==> src/rtl/clock_alarm_core.sv <==
// clock_alarm_core: BCD hh:mm:ss time-of-day counter with a one-second
// prescaler, validated time load and NUM_ALARMS sticky hh:mm alarm channels.
// Optional feature macro: CLOCK_ALARM_SNOOZE_EN adds the alm_snooze input,
// which re-fires a channel five minutes after it is snoozed.
module clock_alarm_core #(
    parameter int unsigned CLK_PER_SEC = 4,
    parameter int unsigned NUM_ALARMS  = 2
) (
    input  logic                                              clk,
    input  logic                                              rst_n,
    input  logic                                              run,
    input  logic                                              set_valid,
    input  logic [23:0]                                       set_time,
    output logic                                              set_ready,
    output logic                                              set_err,
    input  logic                                              alm_wr,
    input  logic [((NUM_ALARMS > 1) ? $clog2(NUM_ALARMS) : 1)-1:0] alm_idx,
    input  logic [15:0]                                       alm_time,
    input  logic                                              alm_arm,
    input  logic [NUM_ALARMS-1:0]                             alm_ack,
`ifdef CLOCK_ALARM_SNOOZE_EN
    input  logic [NUM_ALARMS-1:0]                             alm_snooze,
`endif
    output logic [23:0]                                       time_out,
    output logic                                              sec_pulse,
    output logic [NUM_ALARMS-1:0]                             alm_irq
);

    localparam int unsigned AW = (NUM_ALARMS > 1) ? $clog2(NUM_ALARMS) : 1;
    localparam int unsigned CW = (CLK_PER_SEC > 1) ? $clog2(CLK_PER_SEC) : 1;

    typedef enum logic {ST_HOLD = 1'b0, ST_RUN = 1'b1} state_e;

    state_e                  state_q;
    logic [CW-1:0]           cnt_q;
    logic [23:0]             time_q;
    logic                    sec_pulse_q;
    logic                    set_err_q;
    logic [NUM_ALARMS-1:0]   irq_q;
    logic [15:0]             alm_time_q [NUM_ALARMS];
    logic [NUM_ALARMS-1:0]   alm_arm_q;
`ifdef CLOCK_ALARM_SNOOZE_EN
    logic [15:0]             snz_time_q [NUM_ALARMS];
    logic [NUM_ALARMS-1:0]   snz_pend_q;
    logic [NUM_ALARMS-1:0]   snz_hit_c;
`endif

    logic                    tick_c;
    logic                    set_ok_c;
    logic                    alm_ok_c;
    logic                    load_c;
    logic                    adv_c;
    logic [23:0]             time_inc_d;
    logic [NUM_ALARMS-1:0]   hit_c;

    // Increment one BCD byte whose low digit may carry into the high digit.
    function automatic logic [7:0] inc_bcd(input logic [7:0] v);
        return (v[3:0] == 4'h9) ? {v[7:4] + 4'h1, 4'h0} : {v[7:4], v[3:0] + 4'h1};
    endfunction

    // Legal BCD hh:mm (hours 00..23, minutes 00..59).
    function automatic logic hm_ok(input logic [15:0] v);
        return (((v[15:12] < 4'd2) && (v[11:8] <= 4'd9)) ||
                ((v[15:12] == 4'd2) && (v[11:8] <= 4'd3))) &&
               (v[7:4] <= 4'd5) && (v[3:0] <= 4'd9);
    endfunction

`ifdef CLOCK_ALARM_SNOOZE_EN
    // hh:mm plus five minutes with BCD minute and 23:59 -> 00:0x wrap.
    function automatic logic [15:0] plus5(input logic [15:0] v);
        logic [15:0] r;
        r = v;
        if (v[3:0] >= 4'd5) begin
            r[3:0] = v[3:0] - 4'd5;
            if (v[7:4] == 4'd5) begin
                r[7:4]  = 4'd0;
                r[15:8] = (v[15:8] == 8'h23) ? 8'h00 : inc_bcd(v[15:8]);
            end else begin
                r[7:4] = v[7:4] + 4'd1;
            end
        end else begin
            r[3:0] = v[3:0] + 4'd5;
        end
        return r;
    endfunction
`endif

    assign set_ready = rst_n;
    assign time_out  = time_q;
    assign sec_pulse = sec_pulse_q;
    assign set_err   = set_err_q;
    assign alm_irq   = irq_q;

    // Tick, load qualification, next time value and alarm matches.
    always_comb begin
        tick_c     = run && (cnt_q == CW'(CLK_PER_SEC - 1));
        set_ok_c   = hm_ok(set_time[23:8]) && (set_time[7:4] <= 4'd5) && (set_time[3:0] <= 4'd9);
        alm_ok_c   = hm_ok(alm_time);
        load_c     = set_valid && set_ok_c;
        adv_c      = tick_c && !load_c;
        time_inc_d = time_q;
        if (time_q[7:0] == 8'h59) begin
            time_inc_d[7:0] = 8'h00;
            if (time_q[15:8] == 8'h59) begin
                time_inc_d[15:8]  = 8'h00;
                time_inc_d[23:16] = (time_q[23:16] == 8'h23) ? 8'h00 : inc_bcd(time_q[23:16]);
            end else begin
                time_inc_d[15:8] = inc_bcd(time_q[15:8]);
            end
        end else begin
            time_inc_d[7:0] = inc_bcd(time_q[7:0]);
        end
        hit_c = '0;
`ifdef CLOCK_ALARM_SNOOZE_EN
        snz_hit_c = '0;
`endif
        for (int unsigned i = 0; i < NUM_ALARMS; i++) begin
            hit_c[i] = adv_c && (time_inc_d[7:0] == 8'h00) && alm_arm_q[i] &&
                       (time_inc_d[23:8] == alm_time_q[i]);
`ifdef CLOCK_ALARM_SNOOZE_EN
            snz_hit_c[i] = adv_c && (time_inc_d[7:0] == 8'h00) && snz_pend_q[i] &&
                           (time_inc_d[23:8] == snz_time_q[i]);
`endif
        end
    end

    // Run/hold state, prescaler, time, pulses and alarm channels.
    always_ff @(posedge clk) begin
        if (!rst_n) begin
            state_q     <= ST_HOLD;
            cnt_q       <= '0;
            time_q      <= 24'h000000;
            sec_pulse_q <= 1'b0;
            set_err_q   <= 1'b0;
            irq_q       <= '0;
            alm_arm_q   <= '0;
            for (int unsigned i = 0; i < NUM_ALARMS; i++) begin
                alm_time_q[i] <= 16'h0000;
`ifdef CLOCK_ALARM_SNOOZE_EN
                snz_time_q[i] <= 16'h0000;
`endif
            end
`ifdef CLOCK_ALARM_SNOOZE_EN
            snz_pend_q <= '0;
`endif
        end else begin
            case (state_q)
                ST_HOLD: if (run)  state_q <= ST_RUN;
                ST_RUN:  if (!run) state_q <= ST_HOLD;
            endcase

            // A valid load restarts the second and swallows a coincident tick.
            if (load_c) begin
                time_q <= set_time;
                cnt_q  <= '0;
            end else if (run) begin
                cnt_q <= tick_c ? '0 : cnt_q + CW'(1);
                if (tick_c) time_q <= time_inc_d;
            end

            sec_pulse_q <= adv_c;
            set_err_q   <= (set_valid && !set_ok_c) || (alm_wr && !alm_ok_c);

            for (int unsigned i = 0; i < NUM_ALARMS; i++) begin
                if (alm_wr && alm_ok_c && (alm_idx == AW'(i))) begin
                    alm_time_q[i] <= alm_time;
                    alm_arm_q[i]  <= alm_arm;
                    irq_q[i]      <= 1'b0;
`ifdef CLOCK_ALARM_SNOOZE_EN
                end else if (hit_c[i] || snz_hit_c[i]) begin
                    irq_q[i] <= 1'b1;
                end else if (alm_ack[i] || alm_snooze[i]) begin
                    irq_q[i] <= 1'b0;
                end
`else
                end else if (hit_c[i]) begin
                    irq_q[i] <= 1'b1;
                end else if (alm_ack[i]) begin
                    irq_q[i] <= 1'b0;
                end
`endif
`ifdef CLOCK_ALARM_SNOOZE_EN
                if ((alm_wr && alm_ok_c && (alm_idx == AW'(i))) || alm_ack[i]) begin
                    snz_pend_q[i] <= 1'b0;
                end else if (alm_snooze[i]) begin
                    snz_pend_q[i] <= 1'b1;
                    snz_time_q[i] <= plus5(time_q[23:8]);
                end else if (snz_hit_c[i]) begin
                    snz_pend_q[i] <= 1'b0;
                end
`endif
            end
        end
    end

endmodule

==> config.mk <==
export PLATFORM = sky130hd
export DESIGN_NAME = clock_alarm_core
export DESIGN_NICKNAME = d
export VERILOG_FILES = /design/src/rtl/clock_alarm_core.sv
export SDC_FILE = /design/constraint.sdc
export NUM_CORES = 1
export LEC_CHECK = 0
export CAP_MARGIN = 40
export CORE_MARGIN = 1.5
export CORE_UTILIZATION = 35
export DETAILED_ROUTE_END_ITERATION = 8
export PLACE_DENSITY_LB_ADDON = 0.1
export SYNTH_ARGS = -nofsm -noshare
export SYNTH_HDL_FRONTEND = slang
export SYNTH_SLANG_ARGS = --single-unit
==> constraint.sdc <==
create_clock -name clk -period 4 [get_ports clk]
set_clock_uncertainty 0.05 [all_clocks]
set_input_delay 0.4 -clock clk [delete_from_list [all_inputs] [get_ports clk]]
set_output_delay 0.4 -clock clk [all_outputs]
set_load 0.05 [all_outputs]
==> metrics.md <==
| Metric | Value |
|---|---|
| Antenna fix cells | 0 |
| Routed metal-1 wire length | approximately 5700 um |
| Via total after detailed routing | around 3800 |
| Total of warnings raised by yosys | 0 |
| Run status | complete, no violations |
| Number of distinct library cells after synthesis | 76 |
| Number of routed nets with antenna violations | 0 |
| Synth-to-layout area growth | 27.0% |
| Crit path DAT | between 3000 and 4000 ps |
| Boundary Pins | between 70 and 80 |
| Part of the Yosys area used for sequential elements | 37.7% |
| Quantity of I/O buffers inserted on ports | a little under 80 |
| Path type of the worst min-delay path | register to register |
| Cell chain of the critical path | ha_1 > nand4b_4 > nor4_2 > buf_4 > and3_1 > xor2_1 > a2111oi_1 > nand4_1 > o21ai_1 |
| Maximum clock frequency | around 0.33 GHz |
| Number of buffers inserted by hold repair at cts | 0 |
| Clock Pin Slew Worst Setup and Hold Paths | ~50 ps |
| Stage delay of the slowest cell on the critical path | 570 ps |
| Global router's overall resource usage | approximately a fifth |
| Number of post-CTS setup repair buffers | 0 |
| Die height | approximately 110 um |
| Detail Route met2 WL | 5200 um |
| Clock tree sinks | between 60 and 70 |
| Dominant delay contributor by cell family on the critical path | simple AND/OR/NAND/NOR gates |
| Top layer in use | met4 |
| Number of core rows | 40 |
| Number of instances in the synthesized netlist | ~460 |
| #FFs+latches synth | 64 |
| Cts bufs inserted | 9 |
| Critical path startpoint category | register |
| Post-Layout Cell Count | 687 |
| Peak supply drop | about 140 uV |
| Gp weighted congestion | just under 1 |
| Leakage power summed over all cells | just under 0.002 uW |
| Instance count along the most critical hold path | 2 |
| Post-CTS Resized | 0 |
| Count of pins over their slew limit | 0 |
| Via density | ~5.6 |
| Die width | between 100 and 150 um |
| Violation count after the first detailed-route iteration | approximately 330 |
| Clock latency on the worst-skew pair | around 330 ps |
| Routed wl met3 | between 600 and 700 um |
| Buffer depth of the longest clock path | 2 |
| Nets@finish | ~600 |
| Critical path depth | 9 |
| Average wire per cell in the routed design | between 15 and 20 um |
| Maximum level of the CTS H-tree | 3 |
| Area of the placeable core | about 12000 um2 |
| Slew at the pin closest to its max-slew limit | approximately 790 ps |
| Total power after layout | 1630 uW |
| Number of flops mapped to enable cells by yosys | 32 |
| R2r setup slk | about 900 ps |
| Setup Total Neg Slack | 0 ps |
| Starting density of the core | between 30% and 40% |
| Detailed-router iteration count before antenna repair | 5 |
| Share of synthesized flip-flops with an asynchronous set or reset | 0% |
| Largest net degree at the start of global routing | 24 |
| Area of all sequential standard cells | between 1500 and 2000 um2 |
| Slowest stage cell on the critical path | a2111oi_1 |
| Worst-case reg-to-reg path depth | 9 |
| Crit path time final | 3080 ps |
| Area of the die | around 13000 um2 |
| Slew Limit Headroom | between 40% and 50% |
| Netlist area before placement | roughly 4200 um2 |
| TritonCTS clock tree | done |
| Critical path data required time | roughly 4200 ps |
| Final setup viols | 0 |
| Cell area reported after detailed placement | between 5000 and 6000 um2 |
| Mean Syn Cell Area | between 9 and 10 um2 |
| Share of final-layout standard cells stronger than drive strength 1 | around 6.7% |
| Critical Path Sink Type | register |
| Maximum fanout count along the critical path | 13 |
| Period Utilization, post-route | between 70% and 80% |
| Predominant post-synthesis flop cell | edfxtp_1 |
| Setup repair after global routing missed its margin | no |
| Sum of overflow across all layers after global routing | 0 |
| Total of fill cells in the finished design | roughly 1200 |
| Post-placement cell count | 671 |
| Post-layout util | around 45% |
| Final routed wirelength across all metal layers | 12000 um |
| Number of antenna violations at the first check in global routing | 0 |
| Ratio of total power to cell area | 302 nW/um2 |
| Max-capacitance violation count | 0 |
| Hold violation count in the final report | 0 |
| Design area | between 5000 and 6000 um2 |
| Buffer type at the clock tree root | clkbuf_16 |
| Total DRC errors in the routed layout | 0 |
| Vias in the first global route | between 3000 and 4000 |
| Half-perimeter wire length of the detailed placement result | 9330 um |
| WS Path Type | register to register |
| Wire length of the first global-routing pass | slightly below 20000 um |
| Area of the multi-input gates | approximately 2500 um2 |
| CP bufs+invs | 1 |
## cells in the final DEF, fill, tap and decap left out, types with 8 or more instances in the layout
| cell type | instances |
|---|---|
| inv_1 | 13 |
| and2_1 | 15 |
| xor2_1 | 11 |
| a211oi_1 | 16 |
| clkdlybuf4s50_1 | 77 |
| ha_1 | 13 |
| mux2i_1 | 8 |
| nor2_1 | 43 |
| clkbuf_16 | 9 |
| nand2_1 | 27 |
| xnor2_1 | 18 |
| nand3_1 | 9 |
| nand4_1 | 9 |
| edfxtp_1 | 32 |
| and3_1 | 9 |
| a21oi_1 | 25 |
| nor4_1 | 10 |
| nor3_1 | 16 |
| o21ai_0 | 27 |
| dfxtp_1 | 32 |
## final timing paths
path / start / end
max: time_out[0]$_SDFFE_PN0P_ / alm_irq[0]$_SDFFE_PP0P_
max reg2reg: time_out[0]$_SDFFE_PN0P_ / alm_irq[0]$_SDFFE_PP0P_
min: alm_arm_q[1]$_SDFFE_PN0P_ / alm_arm_q[1]$_SDFFE_PN0P_
min reg2reg: alm_arm_q[1]$_SDFFE_PN0P_ / alm_arm_q[1]$_SDFFE_PN0P_
## state kept, by name (all words and copies together), names as in the netlist
name / count
cnt_q: 2
time_out: 24
alm_time_q: 32
set_err: 1
sec_pulse: 1
alm_irq: 2
alm_arm_q: 2
## synth_stat cells (all sizes together) (11+ instances only)
cell     n  area [um2]
buf     14        96.3
edfxtp  32         961
ha      13         163
nor4    12        96.3
nor2    43         161
xor2    11        96.3
dfxtp   32         641
clkbuf  13        48.8
a21oi   27         143
nand2   28         108
a211oi  17         133
nor3    17        96.4
o21ai   33         165
xnor2   18         158
and2    16         101
inv     13        48.8
## where the power goes
part	total, uW	leakage, uW	internal (uW)	switching, uW
clock	746	0.000138	475	270
sequential	735	0.000564	714	21.1
combinational	146	0.00122	79.8	65.8
total	1630	0.00192	1270	357
## kinds of logic (layout without fill, tap and decap cells)
| kind of cell | after synthesis | after routing | synth area share [%] |
|---|---|---|---|
| AND/OR/NAND/NOR | 179 | 179 | 24.7 |
| AO/OA/AOI/OAI | 127 | 127 | 19.8 |
| flip-flops | 64 | 64 | 37.7 |
| buffers and inverters | 40 | 111 | 4.57 |
| XOR/XNOR | 31 | 31 | 7.04 |
| adder cells (fa/ha/maj) | 13 | 13 | 3.83 |
| multiplexers | 9 | 9 | 2.21 |
| other | 1 | 6 | 0.0883 |
## layer usage
layer	global-route usage, %	up-vias
met3	3.00	31
li1	-	1881
met4	11.3	0
met1	26.3	1796
met5	0	-
met2	28.6	136
## tightest hold or removal path, delay by kind of cell (launching register included)
family	cells	cell delay, ps
flip-flops	1	310
AO/OA/AOI/OAI	2	130
## through the flow
stage / setup slack (ps) / hold slack, ps
after floorplan: 972 / 400
after global routing: 721 / 473
after detailed placement: 932 / 446
after global placement: 934 / 428
after CTS: 899 / 453
final: 923 / 448
## layout make-up
| class | count | share of cell area (%) |
|---|---|---|
| inverters | 13 | 0.905 |
| flip-flops and latches | 64 | 29.7 |
| multi-input cells | 365 | 45.8 |
| clock buffers | 11 | 4.32 |
| clock inverters | 5 | 0.882 |
| repair buffers | 82 | 15.0 |
| well taps | 147 | 3.41 |
Power figures use the tool's default switching activity.
